**config.mk**
```make
export PLATFORM = sky130hd
export DESIGN_NAME = rec_play_ctrl
export DESIGN_NICKNAME = d
export VERILOG_FILES = /design/src/rtl/rec_play_ctrl.sv
export SDC_FILE = /design/constraint.sdc
export NUM_CORES = 1
export LEC_CHECK = 0
export ABC_CLOCK_PERIOD_IN_PS = 2900
export BUFFER_PORTS_ARGS = -buffer_cell sky130_fd_sc_hd__buf_2
export CORE_UTILIZATION = 55
export DETAILED_ROUTE_END_ITERATION = 8
export PLACE_DENSITY_LB_ADDON = 0.1
export SLEW_MARGIN = 20
export SYNTH_ARGS = -nofsm -noshare
export SYNTH_HDL_FRONTEND = slang
export SYNTH_SLANG_ARGS = --single-unit
export TNS_END_PERCENT = 30
```
**constraint.sdc**
```tcl
create_clock -name clk -period 2.9 [get_ports clk]
set_clock_uncertainty 0.2 [all_clocks]
set_input_delay 0.58 -clock clk [delete_from_list [all_inputs] [get_ports clk]]
set_output_delay 0.58 -clock clk [all_outputs]
set_load 0.02 [all_outputs]
```
**src/rtl/rec_play_ctrl.sv**
```systemverilog
// Record/playback sequencer: two note slots, live passthrough, and one shared tone output.
// Define LOOP_PLAY_EN to make playback repeat until rw rises or the starting slot button rises again.
module rec_play_ctrl #(
    parameter int SLOT_DEPTH = 32,
    parameter int TICK_DIV   = 6250000
) (
    input  logic       clk,
    input  logic       rst,
    input  logic [7:0] key_in,
    input  logic       rw,
    input  logic       slot_one,
    input  logic       slot_two,
    output logic [7:0] tone_key,
    output logic       tone_en,
    output logic       rec_busy,
    output logic       play_busy,
    output logic       done,
    output logic       overflow
);
    localparam int PW = $clog2(SLOT_DEPTH);
    localparam int LW = PW + 1;
    localparam int CW = $clog2(TICK_DIV);

    typedef enum logic [1:0] {IDLE = 2'd0, REC = 2'd1, PLAY = 2'd2} state_t;

    state_t        state_q, state_d;
    logic          slot_q, slot_d;
    logic [PW-1:0] wr_ptr_q, wr_ptr_d;
    logic [PW-1:0] rd_ptr_q, rd_ptr_d;
    logic          rd_end_q, rd_end_d;
    logic [CW-1:0] cnt_q, cnt_d;
    logic [LW-1:0] len0_q, len0_d, len1_q, len1_d;
    logic          s1_q, s1_d, s2_q, s2_d;
    logic [7:0]    tone_key_q, tone_key_d;
    logic          done_q, done_d;
    logic          overflow_q, overflow_d;

    logic [7:0]    mem [2*SLOT_DEPTH];
    logic          mem_we;
    logic [LW-1:0] mem_waddr;
    logic [7:0]    mem_wdata;

    logic          req_one, req_two, tick, stop_req;
    logic [LW-1:0] len_sel;

    assign req_one = slot_one & ~s1_q;
    assign req_two = slot_two & ~s2_q;
    assign tick    = (cnt_q == CW'(TICK_DIV - 1));
    assign len_sel = slot_q ? len1_q : len0_q;

`ifdef LOOP_PLAY_EN
    assign stop_req = slot_q ? req_two : req_one;
`else
    assign stop_req = 1'b0;
`endif

    always_comb begin
        state_d    = state_q;
        slot_d     = slot_q;
        wr_ptr_d   = wr_ptr_q;
        rd_ptr_d   = rd_ptr_q;
        rd_end_d   = rd_end_q;
        cnt_d      = tick ? '0 : cnt_q + CW'(1);
        len0_d     = len0_q;
        len1_d     = len1_q;
        s1_d       = slot_one;
        s2_d       = slot_two;
        tone_key_d = tone_key_q;
        done_d     = 1'b0;
        overflow_d = 1'b0;
        mem_we     = 1'b0;
        mem_waddr  = {slot_q, wr_ptr_q};
        mem_wdata  = key_in;

        case (state_q)
            IDLE: begin
                tone_key_d = key_in;
                cnt_d      = '0;
                if (req_one || req_two) begin
                    slot_d   = ~req_one;
                    wr_ptr_d = '0;
                    rd_ptr_d = '0;
                    rd_end_d = 1'b0;
                    if (rw) begin
                        state_d = REC;
                    end else begin
                        state_d    = PLAY;
                        tone_key_d = '0;
                    end
                end
            end
            REC: begin
                tone_key_d = key_in;
                if (!rw) begin
                    if (slot_q) len1_d = {1'b0, wr_ptr_q};
                    else        len0_d = {1'b0, wr_ptr_q};
                    done_d  = 1'b1;
                    state_d = IDLE;
                end else if (tick) begin
                    mem_we = 1'b1;
                    if (wr_ptr_q == PW'(SLOT_DEPTH - 1)) begin
                        if (slot_q) len1_d = LW'(SLOT_DEPTH);
                        else        len0_d = LW'(SLOT_DEPTH);
                        overflow_d = 1'b1;
                        done_d     = 1'b1;
                        state_d    = IDLE;
                    end else begin
                        wr_ptr_d = wr_ptr_q + PW'(1);
                    end
                end
            end
            PLAY: begin
                // While in PLAY rw can only be high after rising, since entry requires rw low.
                if (rw || len_sel == '0 || stop_req) begin
                    tone_key_d = '0;
                    done_d     = 1'b1;
                    state_d    = IDLE;
                end else if (tick) begin
                    if (!rd_end_q) begin
                        tone_key_d = mem[{slot_q, rd_ptr_q}];
                        if (({1'b0, rd_ptr_q} + LW'(1)) == len_sel) rd_end_d = 1'b1;
                        else                                       rd_ptr_d = rd_ptr_q + PW'(1);
                    end else begin
`ifdef LOOP_PLAY_EN
                        tone_key_d = mem[{slot_q, {PW{1'b0}}}];
                        if (len_sel != LW'(1)) begin
                            rd_ptr_d = PW'(1);
                            rd_end_d = 1'b0;
                        end
`else
                        tone_key_d = '0;
                        done_d     = 1'b1;
                        state_d    = IDLE;
`endif
                    end
                end
            end
            default: state_d = IDLE;
        endcase
    end

    always_ff @(posedge clk) begin
        if (rst) begin
            state_q    <= IDLE;
            slot_q     <= 1'b0;
            wr_ptr_q   <= '0;
            rd_ptr_q   <= '0;
            rd_end_q   <= 1'b0;
            cnt_q      <= '0;
            len0_q     <= '0;
            len1_q     <= '0;
            s1_q       <= 1'b0;
            s2_q       <= 1'b0;
            tone_key_q <= '0;
            done_q     <= 1'b0;
            overflow_q <= 1'b0;
        end else begin
            state_q    <= state_d;
            slot_q     <= slot_d;
            wr_ptr_q   <= wr_ptr_d;
            rd_ptr_q   <= rd_ptr_d;
            rd_end_q   <= rd_end_d;
            cnt_q      <= cnt_d;
            len0_q     <= len0_d;
            len1_q     <= len1_d;
            s1_q       <= s1_d;
            s2_q       <= s2_d;
            tone_key_q <= tone_key_d;
            done_q     <= done_d;
            overflow_q <= overflow_d;
        end
    end

    // Note memory carries no reset; len gates every read.
    always_ff @(posedge clk) begin
        if (mem_we) mem[mem_waddr] <= mem_wdata;
    end

    assign tone_key  = tone_key_q;
    assign tone_en   = |tone_key_q;
    assign rec_busy  = (state_q == REC);
    assign play_busy = (state_q == PLAY);
    assign done      = done_q;
    assign overflow  = overflow_q;

endmodule

```
# Word-level counts from Yosys, hierarchy flattened
# Memories as Yosys holds them, arrays and structs flattened.
# Index checks and enable logic that the tools add are counted.
# totals
out_inout_bits	13
input_bits	13
ff_bits	61
n_memories	1
elab_cells	120
ramBits	512
# mem_list
memory	words	word_bits	rd	rd_clocked_by_memory_dff	write_ports	line_no	rtl
mem	64	8	1	0	1	38	logic [7:0] mem [2*SLOT_DEPTH];
# classes
mux	54
bitwise_logic	7
eq_ne	22
reduce_logical	19
addsub	4
# ops
op	count
6-bit 2-to-1 mux	11
5-bit 2-to-1 mux	8
8-bit 2-to-1 mux	5
8-bit case mux with 3 select lines	1
23-bit by 1-bit adder with 23-bit output, second input constant	1
23-bit == test, second input constant	1
5-bit case mux with 2 select lines	2
5-bit AND reduction	4
1-bit 2-to-1 mux	16
2-bit 2-to-1 mux	8
2-bit inequality test, second input constant	7
5-bit by 1-bit adder with 5-bit output, second input constant	2
2-bit by 1-bit inequality test with 1-bit output, second input constant	4
8-bit OR reduction	1
5-bit by 1-bit adder with 6-bit output, second input constant	1
6-bit == test	1
6-bit logical NOT	1
3-bit by 1-bit inequality test with 1-bit output, second input constant	2
3-bit by 2-bit inequality test with 1-bit output, second input constant	2
3-bit inequality test, second input constant	2
2-bit case mux with 3 select lines	1
6-bit AND reduction	1
2-bit nonzero test	3
3-bit OR reduction	2
11 further kinds	19

# Longest topological paths before layout
# logic_depth
ltp_word	7
depth_mapped	10

# Worst setup path before layout
# Ideal clock, no wire load.
# synth_timing
path_type	reg-to-reg
from	reg state_q[1]
to	mem mem[31][0], enable pin
setup_ps	370
slack_ps	239
path_buffers	2
t_arrival_ps	2091
period_less_slack_ps	2661
path_stages_with_launch	8
cell_sequence	dfxtp_1 inv_1 ha_1 clkbuf_1 inv_1 or3_1 clkbuf_1 nor2_1
# synth_between
elab_chain_cells	4
# synth_rtl
item	line_no	rtl
start: declaration	26	state_t state_q, state_d;
start signal: assignment	158	state_q <= state_d;
2-bit by 1-bit == test with 1-bit output	-	
named net rec_busy	15	output logic rec_busy,
1-bit 2-to-1 mux	75	case (state_q)
1-bit 2-to-1 mux	176	if (mem_we) mem[mem_waddr] <= mem_wdata;
1-bit 2-to-1 mux (not written as such)	176	
end: declaration	38	
# The timed path passes the listed nets, and every way through them passes these cells.

# Worst setup path in the final report
# layout_timing
from	reg rd_ptr_q[0]
to	reg tone_key_q[1], in the netlist tone_key[1]
# layout_between
elab_chain_cells	5
# layout_rtl
item	line_no	rtl
start: declaration	29	logic [PW-1:0] rd_ptr_q, rd_ptr_d;
start signal: assignment	161	rd_ptr_q <= rd_ptr_d;
memory read 64 x 8 bit	-	
8-bit 2-to-1 mux	119	if (!rd_end_q) begin
8-bit 2-to-1 mux	118	end else if (tick) begin
8-bit 2-to-1 mux	114	if (rw || len_sel == '0 || stop_req) begin
8-bit case mux with 3 select lines	75	
end signal: assignment	168	tone_key_q <= tone_key_d;
end: declaration	34	logic [7:0] tone_key_q, tone_key_d;
# Every way passes these cells. The select of a mux whose other input is x is not followed.
# A chain may end at the register's enable or synchronous reset.

==> results.md <==
- The run finished with clean final reports.
- The most numerous cell type found on the critical path is sky130_fd_sc_hd__a22o_1.
- The number of nets in the synthesized netlist is 1340.
- In this run, the number of DRC markers left after iteration 0 of detailed routing was 1240.
- At the worst endpoint, the arrival time is 3.12 ns.
- Global routing finished with a remaining overflow of 0.
- The cell count after synthesis is 1319.
- The mapped netlist covers 23200 um^2.
- The proportion of netlist area held by the largest area contributor is 66.3%.
- Once detail routing completed, the nets flagged for antenna violations numbered 0.
- The logic gate share of total power is 4.2%.
- The required arrival time at the worst endpoint is 3.21 ns.
- In the final layout, the multi-input gates occupy 6120 um^2.
- Yosys mapped the design onto 77 distinct sky130hd cell types.
- The number of setup buffers added after CTS is 0.
- The number of synthesized flops with an enable pin is 512.
- The worst hold slack after final layout is 0.173 ns.
- Based on the critical path, the design can be clocked at up to 0.356 GHz.
- The relative contribution of the clock network to total power is 42.6%.
- The TritonCTS sink count is 573.
- The first detailed-routing pass ran for 5 iterations.
- For this run, the slowest stage of the critical path takes 0.50 ns.
- The CTS H-tree depth is 2.
- The worst-skew pair later-pin latency is 0.62 ns.
- The share of synthesized registers carrying an async set or reset is 0%.
- The sequential cell fraction of total power is 53.2%.
- The top routing layer in use is met4.
- In this run the tightest slew margin relative to its limit is 38.8%.
- The final count of hold timing violations is 0.
- The flip-flop cell with the highest count after synthesis is sky130_fd_sc_hd__edfxtp_1.
- The count of port buffers added during placement is 25.
- The routed layout has 12500 vias.
- At the placement stage, the worst setup path has a slack of 0.111 ns.
- The number of inserted filler cells in the final layout is 2845.
- The root buffer cell is sky130_fd_sc_hd__clkbuf_16.
- The die covers 43000 um^2.
- The floorplan die width is 207 um.
- In this run the worst hold path is classified as in -> reg.
- The largest individual stage delay along the critical path comes from the cell sky130_fd_sc_hd__dfxtp_4.
- The path type of the worst setup path is reg -> reg.
- The final critical delay including setup and external delays is 2.81 ns.
- Counting along the longest clock path gives a buffer depth of 3.
- Sorting the synthesized cells by area gives the leading types as sky130_fd_sc_hd__edfxtp_1 66%, sky130_fd_sc_hd__mux4_2 9.3%, sky130_fd_sc_hd__dfxtp_1 5.3%.
- The Yosys step of the flow raised 0 warnings.
- The via count of the first global-routing pass is 12500.
- Across all register-to-register paths, the minimum setup slack is 0.09 ns.
- Wire segments on met2 add up to 25600 um in the final route.
- The clock buffer count from CTS is 56.
- The initial antenna violation count was 0.
- The share of the cycle needed by the critical path after routing is 96.9%.
- The buffer and inverter count on the worst path is 2.
- The critical path goes through buf_12, buf_4, mux4_2, a22o_1, a211oi_1, o311ai_1, a22o_1.
- The final design instance area without fill is 26600 um^2.
- The row count is 74.
- Of the synthesized area, sequential elements account for 71.6%.
- The post-synthesis register bit count is 573.
- The number of DRC violations after detailed routing is 0.
- The standard cell area after detailed placement is 24700 um^2.
- The design internal power is 13.4 mW.
- 26 I/O pins were placed.
- The post-route netlist has 25.7% of its cells at a drive strength greater than 1.
- The estimated wirelength of the detail-placed design is 34300 um.
- Setup repair after global routing left no endpoint under its margin.
- The total area inside the core boundary comes to 41200 um^2.
- The largest net degree at the start of global routing is 67.
- After detailed routing, the average wire length per cell comes to 26.0 um.
- The static power due to leakage is 8.51 nW.
- The element type at the critical path end is a flop.
- In this design, the largest share of critical-path delay is due to compound AO/OA/AOI/OAI gates.
- Summed over all nets, wire length on met3 after detailed routing comes to 2840 um.
- Compared with the post-synthesis result, the final layout area differs by 14.7%.
- For this run, the total global-route usage over all layers was measured as 25.2%.
- In the final layout, flip-flops and latches occupy 16600 um^2.
- Across the VDD grid, the largest voltage drop is 0.000531 V.
- The global-route wire length before repair is 79300 um.
- Among all cell types in the netlist, the one instantiated most often is sky130_fd_sc_hd__edfxtp_1.
- The total negative slack for setup checks is 0 ns.
- The final worst setup slack is 0.0911 ns.
- Setup violations remaining at the end of the flow were counted as 0.
- The net switching component of the power is 3.59 mW.
- The cell taking the most area after synthesis is sky130_fd_sc_hd__edfxtp_1.
- The worst setup path is launched from a flop.
- Using the TritonRoute via totals, the vias-per-cell ratio works out to 6.15.
- At the pin with the least slew margin, the transition time is 0.917 ns.
- After detailed routing, the wire length on met1 is 23000 um.
- Along the worst path, the maximum fanout reaches 32.
- After synthesis, the mean cell area works out to 17.6 um^2.
- The starting density of the core is 56.2%.
- The final standard cell utilization of the core is 64.5%.
- The switching power as a share of total power is 21.2%.
- Counting instances in the post-synthesis netlist gives the leading cell types as 512 x sky130_fd_sc_hd__edfxtp_1, 131 x sky130_fd_sc_hd__nor2_1, 96 x sky130_fd_sc_hd__mux4_2.
- The aggregate routed wire length is 53000 um.
- The final max-slew violation count is 0.
- For this run, the post-layout net count is 1479.
- The TritonCTS clock tree is done.
- In this run the vertical extent of the chip is 207 um.
- The clock transition at the register clock pins on the worst setup and hold paths after CTS is 0.07 ns.
- Power spread over the standard cell area amounts to 639 nW/um^2.
- The congestion estimate from routability-driven global placement came to 0.864.
- The count of inserted antenna diode cells is 0.
- The max-cap violation count is 0.
==> worst paths after layout <==
path,start,end,cells past startpoint
setup reg to reg,rd_ptr_q[0],tone_key[1],7
hold reg to reg,cnt_q[0],cnt_q[0],1
hold / removal,rst,len0_q[0],2
setup / recovery,rd_ptr_q[0],tone_key[1],7
==> placed cells by master, fill, tap and decap left out, types with 9 or more instances in the layout <==
master / instances
sky130_fd_sc_hd__nor2_1: 130
sky130_fd_sc_hd__a211o_1: 9
sky130_fd_sc_hd__inv_1: 17
sky130_fd_sc_hd__a22o_1: 24
sky130_fd_sc_hd__a211oi_1: 9
sky130_fd_sc_hd__a21oi_1: 16
sky130_fd_sc_hd__xor2_1: 11
sky130_fd_sc_hd__nand3_1: 22
sky130_fd_sc_hd__mux2i_1: 59
sky130_fd_sc_hd__xnor2_1: 16
sky130_fd_sc_hd__clkbuf_16: 58
sky130_fd_sc_hd__dfxtp_1: 59
sky130_fd_sc_hd__nor3_1: 15
sky130_fd_sc_hd__a22oi_1: 16
sky130_fd_sc_hd__buf_2: 25
sky130_fd_sc_hd__mux4_2: 96
sky130_fd_sc_hd__clkinv_1: 11
sky130_fd_sc_hd__mux2_2: 16
sky130_fd_sc_hd__nor2b_1: 9
sky130_fd_sc_hd__edfxtp_1: 512
sky130_fd_sc_hd__clkinvlp_4: 10
sky130_fd_sc_hd__nand2_1: 34
sky130_fd_sc_hd__nand4_1: 9
sky130_fd_sc_hd__buf_4: 115
sky130_fd_sc_hd__buf_12: 13
==> cell families (layout without fill, tap and decap cells) <==
| group | count (synthesis) | after routing | synth area share [%] |
|---|---|---|---|
| fa+ha+maj | 8 | 8 | 0.432 |
| mux | 179 | 179 | 13.2 |
| compound gates | 159 | 159 | 5.61 |
| xor+xnor | 29 | 29 | 1.21 |
| simple gates | 279 | 279 | 5.94 |
| buf+inv | 92 | 277 | 2.01 |
| flops | 573 | 573 | 71.6 |
==> metrics by stage <==
stage,instances,total power [mW]
after floorplan,1319,9.61
after global placement,1930,9.91
after detailed placement,1930,9.92
after CTS,2036,17.1
after global routing,2036,17.4
final,2036,17.0
==> flip-flops by register name, indices dropped and copies added, names as in the netlist <==
| name | flops |
|---|---|
| rd_end_q | 1 |
| s1_q | 1 |
| state_q | 2 |
| len1_q | 6 |
| rd_ptr_q | 5 |
| len0_q | 6 |
| overflow | 1 |
| s2_q | 1 |
| tone_key | 8 |
| mem | 512 |
| wr_ptr_q | 5 |
| done | 1 |
| cnt_q | 23 |
| slot_q | 1 |
==> cell type report <==
cell class / instances / share of cell area, %
Clock inverter: 38 / 1.22
Sequential cell: 573 / 62.5
Inverter: 18 / 0.254
Clock buffer: 66 / 5.73
Tap cell: 532 / 2.51
Timing Repair Buffer: 155 / 4.78
Multi-Input combinational cell: 654 / 23.0
==> layer usage <==
layer,global-route usage [%],vias up
li1,-,5592
met1,35.9,6443
met2,40.4,397
met3,3.12,83
met4,9.34,0
met5,0,-
==> timing repair <==
action                    in CTS  in global routing
gates resized for setup        0                  0
hold endpoints to repair       2                  0
hold buffers                   2                  0
==> power by group through the flow <==
stage	clock, mW	combinational [mW]	sequential, mW
finish	7.23	0.710	9.04
floorplan	0	0.398	9.21
CTS	7.33	0.712	9.04
global route	7.63	0.760	9.04
global placement	0	0.698	9.22
detailed placement	0	0.709	9.21
No activity file was read; power rests on OpenSTA's default activity.
